$ cat src/rtl/pc_fetch_ctrl_pkg.sv
// Shared constants for the IF-stage PC owner: reset PC, step size, FSM encodings.
// Alignment checking is selected at build time by PC_ALIGN_CHECK_EN (see pc_fetch_ctrl.sv).
package pc_fetch_ctrl_pkg;

  localparam logic [31:0] PKG_RESET_PC = 32'h0000_3000;
  localparam int unsigned PKG_PC_STEP  = 4;

  localparam logic [1:0] ST_RUN       = 2'd0;
  localparam logic [1:0] ST_HOLD      = 2'd1;
  localparam logic [1:0] ST_HOLD_PEND = 2'd2;

  // Word-align a redirect target by clearing its byte-offset bits.
  function automatic logic [31:0] word_align(input logic [31:0] t);
    return t & ~32'h0000_0003;
  endfunction

endpackage

$ cat src/rtl/pc_fetch_ctrl_if.sv
// Next-PC interface between the redirect/stall producers (master) and the PC owner (slave).
interface pc_fetch_ctrl_if;

  logic        stall;
  logic        redir_valid;
  logic [31:0] redir_target;
  logic [31:0] pc;
  logic [31:0] pc4;
  logic        redir_pending;
  logic        addr_err;

  modport master (
    output stall, redir_valid, redir_target,
    input  pc, pc4, redir_pending, addr_err
  );

  modport slave (
    input  stall, redir_valid, redir_target,
    output pc, pc4, redir_pending, addr_err
  );

endinterface

$ cat src/rtl/pc_fetch_ctrl.sv
// IF-stage program counter with a one-entry buffer for redirects that arrive during a stall.
// Optional feature macro: PC_ALIGN_CHECK_EN rejects misaligned targets and flags addr_err.
module pc_fetch_ctrl
  import pc_fetch_ctrl_pkg::*;
#(
  parameter logic [31:0] RESET_PC = PKG_RESET_PC,
  parameter int unsigned PC_STEP  = PKG_PC_STEP
) (
  input logic             clk,
  input logic             reset,
  pc_fetch_ctrl_if.slave  fetch_io
);

  logic [1:0]  state_q, state_d;
  logic [31:0] pc_q, pc_d;
  logic [31:0] buf_q, buf_d;
  logic [31:0] pc4_w;
  logic        redir_ok;
  logic [31:0] target_w;

  assign pc4_w = pc_q + 32'(PC_STEP);

`ifdef PC_ALIGN_CHECK_EN
  logic addr_err_q, addr_err_d;
  logic misaligned_w;

  // A misaligned request is dropped entirely; the cycle proceeds as if no redirect came.
  assign misaligned_w = fetch_io.redir_valid && (fetch_io.redir_target[1:0] != 2'b00);
  assign redir_ok     = fetch_io.redir_valid && !misaligned_w;
  assign target_w     = fetch_io.redir_target;
  assign addr_err_d   = misaligned_w;

  always_ff @(posedge clk) begin
    if (reset) addr_err_q <= 1'b0;
    else       addr_err_q <= addr_err_d;
  end

  assign fetch_io.addr_err = addr_err_q;
`else
  assign redir_ok          = fetch_io.redir_valid;
  assign target_w          = word_align(fetch_io.redir_target);
  assign fetch_io.addr_err = 1'b0;
`endif

  always_comb begin
    state_d = state_q;
    pc_d    = pc_q;
    buf_d   = buf_q;
    case (state_q)
      ST_RUN, ST_HOLD: begin
        if (!fetch_io.stall) begin
          pc_d    = redir_ok ? target_w : pc4_w;
          state_d = ST_RUN;
        end else if (redir_ok) begin
          buf_d   = target_w;
          state_d = ST_HOLD_PEND;
        end else begin
          state_d = ST_HOLD;
        end
      end
      ST_HOLD_PEND: begin
        // While stalled the newest target replaces the buffer; a live request at release wins.
        if (fetch_io.stall) begin
          if (redir_ok) buf_d = target_w;
        end else begin
          pc_d    = redir_ok ? target_w : buf_q;
          buf_d   = '0;
          state_d = ST_RUN;
        end
      end
      default: begin
        state_d = ST_RUN;
        pc_d    = pc4_w;
      end
    endcase
  end

  always_ff @(posedge clk) begin
    if (reset) begin
      state_q <= ST_RUN;
      pc_q    <= RESET_PC;
      buf_q   <= '0;
    end else begin
      state_q <= state_d;
      pc_q    <= pc_d;
      buf_q   <= buf_d;
    end
  end

  assign fetch_io.pc            = pc_q;
  assign fetch_io.pc4           = pc4_w;
  assign fetch_io.redir_pending = (state_q == ST_HOLD_PEND);

endmodule

$ cat src/flat_wrapper.sv
// flat-port wrapper written by rule: the top's interface ports become plain ports
module pc_fetch_ctrl_flat import pc_fetch_ctrl_pkg::*;
#(
  parameter logic [31:0] RESET_PC = PKG_RESET_PC,
  parameter int unsigned PC_STEP  = PKG_PC_STEP
)
  (clk, reset, fetch_io_stall, fetch_io_redir_valid, fetch_io_redir_target, fetch_io_pc, fetch_io_pc4, fetch_io_redir_pending, fetch_io_addr_err);
  pc_fetch_ctrl_if fetch_io_i ();
  input logic clk;
  input logic reset;
  input wire logic [$bits(fetch_io_i.stall)-1:0] fetch_io_stall;
  input wire logic [$bits(fetch_io_i.redir_valid)-1:0] fetch_io_redir_valid;
  input wire logic [$bits(fetch_io_i.redir_target)-1:0] fetch_io_redir_target;
  output wire logic [$bits(fetch_io_i.pc)-1:0] fetch_io_pc;
  output wire logic [$bits(fetch_io_i.pc4)-1:0] fetch_io_pc4;
  output wire logic [$bits(fetch_io_i.redir_pending)-1:0] fetch_io_redir_pending;
  output wire logic [$bits(fetch_io_i.addr_err)-1:0] fetch_io_addr_err;
  assign fetch_io_i.stall = fetch_io_stall;
  assign fetch_io_i.redir_valid = fetch_io_redir_valid;
  assign fetch_io_i.redir_target = fetch_io_redir_target;
  assign fetch_io_pc = fetch_io_i.pc;
  assign fetch_io_pc4 = fetch_io_i.pc4;
  assign fetch_io_redir_pending = fetch_io_i.redir_pending;
  assign fetch_io_addr_err = fetch_io_i.addr_err;
  pc_fetch_ctrl #(.RESET_PC(RESET_PC), .PC_STEP(PC_STEP)) u_core (.clk(clk), .reset(reset), .fetch_io(fetch_io_i));
endmodule
$ cat config.mk
export PLATFORM = sky130hd
export DESIGN_NAME = pc_fetch_ctrl_flat
export DESIGN_NICKNAME = d
export VERILOG_FILES = /design/src/rtl/pc_fetch_ctrl_pkg.sv /design/src/rtl/pc_fetch_ctrl_if.sv /design/src/rtl/pc_fetch_ctrl.sv /design/src/flat_wrapper.sv
export SDC_FILE = /design/constraint.sdc
export NUM_CORES = 1
export LEC_CHECK = 0
export CORE_UTILIZATION = 40
export CTS_CLUSTER_SIZE = 25
export DETAILED_ROUTE_END_ITERATION = 12
export GPL_TIMING_DRIVEN = 0
export PLACE_DENSITY_LB_ADDON = 0.15
export SLEW_MARGIN = 20
export SYNTH_ARGS = -nofsm -noshare
export SYNTH_HDL_FRONTEND = slang
export SYNTH_SLANG_ARGS = --single-unit
$ cat constraint.sdc
create_clock -name clk -period 2.5 [get_ports clk]
set_clock_uncertainty 0.1 [all_clocks]
set_input_delay 0.5 -clock clk [delete_from_list [all_inputs] [get_ports clk]]
set_output_delay 0.5 -clock clk [all_outputs]
set_load 0.01 [all_outputs]
Yosys cells after proc, flatten, opt, wreduce, memory -nomap -nowiden
Cells that the tools add are included.
Cells by class
  reduce and logical (&&, ||, !) cells: 5
  multiplexer cells: 12
  eq/ne operators: 5
  $add $sub $neg: 1
Operator list (number)
  $mux 32: 6
  $pmux 32 s2: 2
  $add 32x3->32 const B: 1
  $mux 2: 3
  $ne 2x2->1 const B: 3
  $pmux 2 s2: 1
  $reduce_and 2->1: 2
  $eq 2x1->1 const B: 1
  $eq 2x2->1 const B: 1
  $logic_not 2->1: 1
  $reduce_bool 2->1: 1
  $reduce_or 2->1: 1
Word-level totals
  register bits: 66
  input port bits: 36
  output and inout bits: 66
  logic and storage cells: 26

Longest topological paths before layout
  depth in word-level cells: 4
  depth in mapped cells: 9

Worst setup path before layout
No wires, ideal clock.
  kind: register to output
  start point: reg u_core.pc_q[2] (netlist: u_core.fetch_io.pc[2])
  end point: out fetch_io_pc4[26]
  arrival: 1.819 ns
  slack: 0.081 ns
  cell stages (with the launch flop): 6
  cells stage by stage: dfxtp_1 > ha_1 > nand4_2 > nor4_4 > nand3_1 > xnor2_1
Between the ends
  longest elaborated chain between the ends: 1
RTL lines
  start, declared: line pc_fetch_ctrl.sv:15  | logic [31:0] pc_q, pc_d;
  start signal, assigned: line pc_fetch_ctrl.sv:85  | pc_q <= pc_d;
  $add 32x3->32: line pc_fetch_ctrl.sv:21  | assign pc4_w = pc_q + 32'(PC_STEP);
  end, declared: line flat_wrapper.sv:15  | output wire logic [$bits(fetch_io_i.pc4)-1:0] fetch_io_pc4;
Every way passes these cells.

Worst setup path after layout
  start point: reg u_core.pc_q[7] (netlist: u_core.fetch_io.pc[7])
  end point: out fetch_io_pc4[21]
Same word-level chain as after synthesis.

==> Implementation_results.wiki <==
{| class="wikitable"
! Metric !! Value
|-
| Run status || finished, violations left
|-
| Violations in the final reports || negative setup slack
|-
| TritonRoute pass-1 iters || 7
|-
| CTS H-tree depth || 3
|-
| Global-route track usage on met2 || a little over two fifths
|-
| Endpoint kind of the worst setup timing path || primary output
|-
| Data arrival, critical path || 2.02 ns
|-
| Cell variety after synth || 61
|-
| Cell count after placement || roughly 730
|-
| Max-cap check violation count || 0
|-
| Total power after layout || 2.74 mW
|-
| Final critical delay including setup and external delays || 2.62 ns
|-
| Standard-cell row count || 35
|-
| Final setup violation count || 11
|-
| Per-cell via count in the routed design || 5.96
|-
| Commonest register cell after synthesis || dfxtp_1
|-
| Commonest cells post-synth || nor2_1 (69), dfxtp_1 (66), nand2_1 (43)
|-
| CTS sink count || 66
|-
| Cts-stage hold buffer count || 0
|-
| Fraction of final layout cells sized beyond drive strength 1 || 28.0%
|-
| Count of flip-flops with a built-in enable after synthesis || 0
|-
| Seq/Total Area, Yosys || 33.7%
|-
| Number of top-level pins || 102
|-
| Pin slew with the least headroom to its limit || ~0.76 ns
|-
| Post-route antenna net violation count || 0
|-
| Yosys synthesis warning count || 0
|-
| Hold path depth || 2
|-
| Synth area leaders || dfxtp_1 (34%), a22oi_1 (6.9%), nor2_1 (6.6%)
|-
| Worst endpoint required time || approximately 1.9 ns
|-
| Placeable Area || 0.00937 mm²
|-
| Final Net Count || 715
|-
| Avg Inst Size Synth || 7.69 µm²
|-
| Synth-to-layout area growth || 54.1%
|-
| Final setup TNS || -0.555 ns
|-
| Reg-to-Reg Start || u_core.state_q[1]
|-
| Leading cell type by number of instances after synthesis || nor2_1
|-
| Remaining routing DRC violations || 0
|-
| Worst rel slew slack || between 40 and 50%
|-
| Worst Setup Start Kind || flop
|-
| Worst Path Max Fanout || 5
|-
| Clock slew at the register clock pins of the worst setup and hold paths || approximately 0.09 ns
|-
| Number of standard cells in the layout, taps in and fillers out || around 810
|-
| Internal Power || between 1.5 and 2 mW
|-
| Worst Reg2Reg Path Length in Cells || 6
|-
| Total placed instance area || 0.00504 mm²
|-
| GR Layer Usage met3 || 6.03%
|-
| Synthesized area || 0.00392 mm²
|-
| Type of the most critical hold path || reg2reg
|-
| Combinational group share of total power || 24.8%
|-
| Global placement routability congestion || 0.912
|-
| Tcrit/Tclk final || 105%
|-
| Grt peak-use layer || met2
|-
| Total Routed Length || 15,700 µm
|-
| All-Layer GR Usage || 29.1%
|-
| Setup repair after global routing missed its margin || yes
|-
| Final-report max-slew violation count || 0
|-
| Syn nets || approximately 550
|-
| Routed WL per cell || 19.3 µm
|-
| Count of port buffers added during placement || 95
|-
| Proportion of total power due to net switching || 32.8%
|-
| Setup slack after layout || -0.116 ns
|-
| Maximum number of pins on one net before global-route repair || 12
|-
| Die Y-Extent || 101 µm
|-
| Vias in the first global route || 4,295
|-
| Highest clock frequency the design can meet || 382 MHz
|-
| Diode insertion count for antenna repair || 0
|-
| CTS buffer count || 9
|-
| Worst VDD drop || 0.268 mV
|-
| Leakage power || 2.52 nW
|-
| Share of total power in the clock network || 31.4%
|-
| Switching power || 896 µW
|-
| Via count || 4,841
|-
| Cell accounting for the most synthesized area || dfxtp_1
|-
| Setup slack after placement || -0.719 ns
|-
| Worst Hold End || u_core.buf_q[5]
|-
| Initial antenna violation count || 0
|-
| Met1 Use GR || 39.3%
|-
| Final hold vios || 0
|-
| Top-area cell type share of the netlist area || 33.7%
|-
| Total power density per cell area || around 450 mW/mm²
|-
| Post-synthesis async set-or-reset flop share || 0%
|-
| Sequential share of power || 43.8%
|-
| Initial Util || 41.9%
|-
| Gate count of the mapped netlist || between 500 and 600
|-
| Destination of the worst register-to-register timing path || u_core.fetch_io.pc[16]
|-
| Detailed placer's ending HPWL || 9820 µm
|-
| Worst hold start || u_core.buf_q[5]
|-
| Root buf cell || clkbuf_8
|-
| First-iteration detailed-routing DRC count || 579
|-
| Maximum count of clock buffers along a single path || 2
|-
| Post-route design area || 0.00605 mm²
|-
| Width of the die || 101 µm
|-
| Clk_lat worst skew || 0.36 ns
|-
| Flip-flop and latch count after synthesis || 66
|-
| Setup slack of the most critical reg-to-reg path || roughly 0.18 ns
|-
| Worst Path Class, Setup || reg2out
|-
| Remaining global-route overflow || 0
|-
| Clock tree from TritonCTS || done
|-
| Global-route wire length before repair || 22,700 µm
|-
| Die ar. || between 0.01 and 0.015 mm²
|}
==> repair_timing <==
action / CTS / global route
buffers inserted: 46 / 26
endpoints found under the setup margin: 28 / 23
cloned: 0 / 0
pin swaps: 19 / 18
gates resized for setup: 146 / 55
==> registers in the layout (all words and copies together) (netlist names) <==
signal	flops
u_core.buf_q	32
u_core.fetch_io.pc	32
u_core.state_q	2
==> metal layers <==
| layer | vias up | share of wire (%) |
|---|---|---|
| met5 | - | 0 |
| met4 | 0 | 4.0 |
| met3 | 57 | 10 |
| met2 | 321 | 45 |
| met1 | 2271 | 41 |
| li1 | 2192 | - |
==> logic make-up (layout without fill, tap and decap cells) <==
kind of cell               count (synthesis)  count (layout)  share of synthesized area (%)
and+or+nand+nor                          195             195                           24.8
AOI/OAI and AO/OA                        154             154                           26.1
DFF                                       66              66                           33.7
buffers and inverters                     56             229                           6.19
xor gates and xnor gates                  27              27                           6.03
muxes                                     10              10                           2.71
adders and majority gates                  1               1                          0.319
other                                      1               1                         0.0956
==> through the flow <==
stage | hold slack (ns) | utilization (%)
3_3_place_gp | 0.364 | 53.7
6_report | 0.389 | 64.5
5_1_grt | 0.429 | 64.5
4_1_cts | 0.394 | 61.4
2_1_floorplan | 0.354 | -
3_5_place_dp | 0.377 | 53.7
==> power by group through the flow <==
stage | Sequential (mW) | Clock (mW) | Combinational (mW)
CTS | 1.19 | 0.839 | 0.651
detailed placement | 1.21 | 0 | 0.650
global route | 1.21 | 0.892 | 0.722
global placement | 1.20 | 0 | 0.640
finish | 1.20 | 0.860 | 0.678
floorplan | 1.21 | 0 | 0.326
==> area by class of cell <==
class                   count  area [µm²]
multi-input cells         388        2650
clock inverters             4        26.3
repair buffers            164        1470
flip-flops and latches     66        1370
inverters                   8        30.0
clock buffers              12         155
plain buffers              41         189
well taps                 129         161
fillers                   767        3330
==> layout by cell type (no fill, tap or decap), types with 6 or more instances in the layout <==
cell | Yosys | final
dfxtp_2 | 0 | 11
nor3_1 | 11 | 9
a22oi_1 | 36 | 36
xnor2_2 | 0 | 6
nor2_1 | 69 | 63
clkbuf_1 | 23 | 20
xnor2_1 | 18 | 12
inv_1 | 8 | 8
clkbuf_8 | 0 | 11
o21ai_0 | 33 | 33
nand4_1 | 8 | 8
buf_2 | 16 | 31
o211ai_1 | 13 | 13
dfxtp_4 | 0 | 10
dfxtp_1 | 66 | 45
o311ai_1 | 8 | 8
buf_4 | 3 | 51
nand2b_1 | 6 | 6
clkdlybuf4s50_1 | 0 | 68
xor2_1 | 9 | 9
a21oi_1 | 31 | 31
nand3_4 | 0 | 6
nand3_1 | 22 | 16
nand2_1 | 43 | 38
buf_6 | 0 | 19
==> worst max-delay path by stage <==
stage | endpoint | cells after the start | slack (ns) | from
floorplan | fetch_io_pc4[26] | 5 | 0.08 | u_core.fetch_io.pc[2]
global placement | fetch_io_pc4[28] | 6 | -0.70 | u_core.fetch_io.pc[2]
detailed placement | fetch_io_pc4[28] | 6 | -0.72 | u_core.fetch_io.pc[2]
CTS | fetch_io_pc4[28] | 9 | -0.12 | u_core.fetch_io.pc[5]
global route | fetch_io_pc4[21] | 8 | -0.18 | u_core.fetch_io.pc[7]
finish | fetch_io_pc4[21] | 8 | -0.12 | u_core.fetch_io.pc[7]
==> critical path, stage by stage, from the launching register on <==
cell	delay, ns
dfxtp_4	0.40
nand4_4	0.16
buf_6	0.17
buf_6	0.11
nor3_4	0.15
and2_4	0.19
and3_4	0.19
xor2_1	0.13
buf_2	0.14
(Power assumes the default switching activity.)
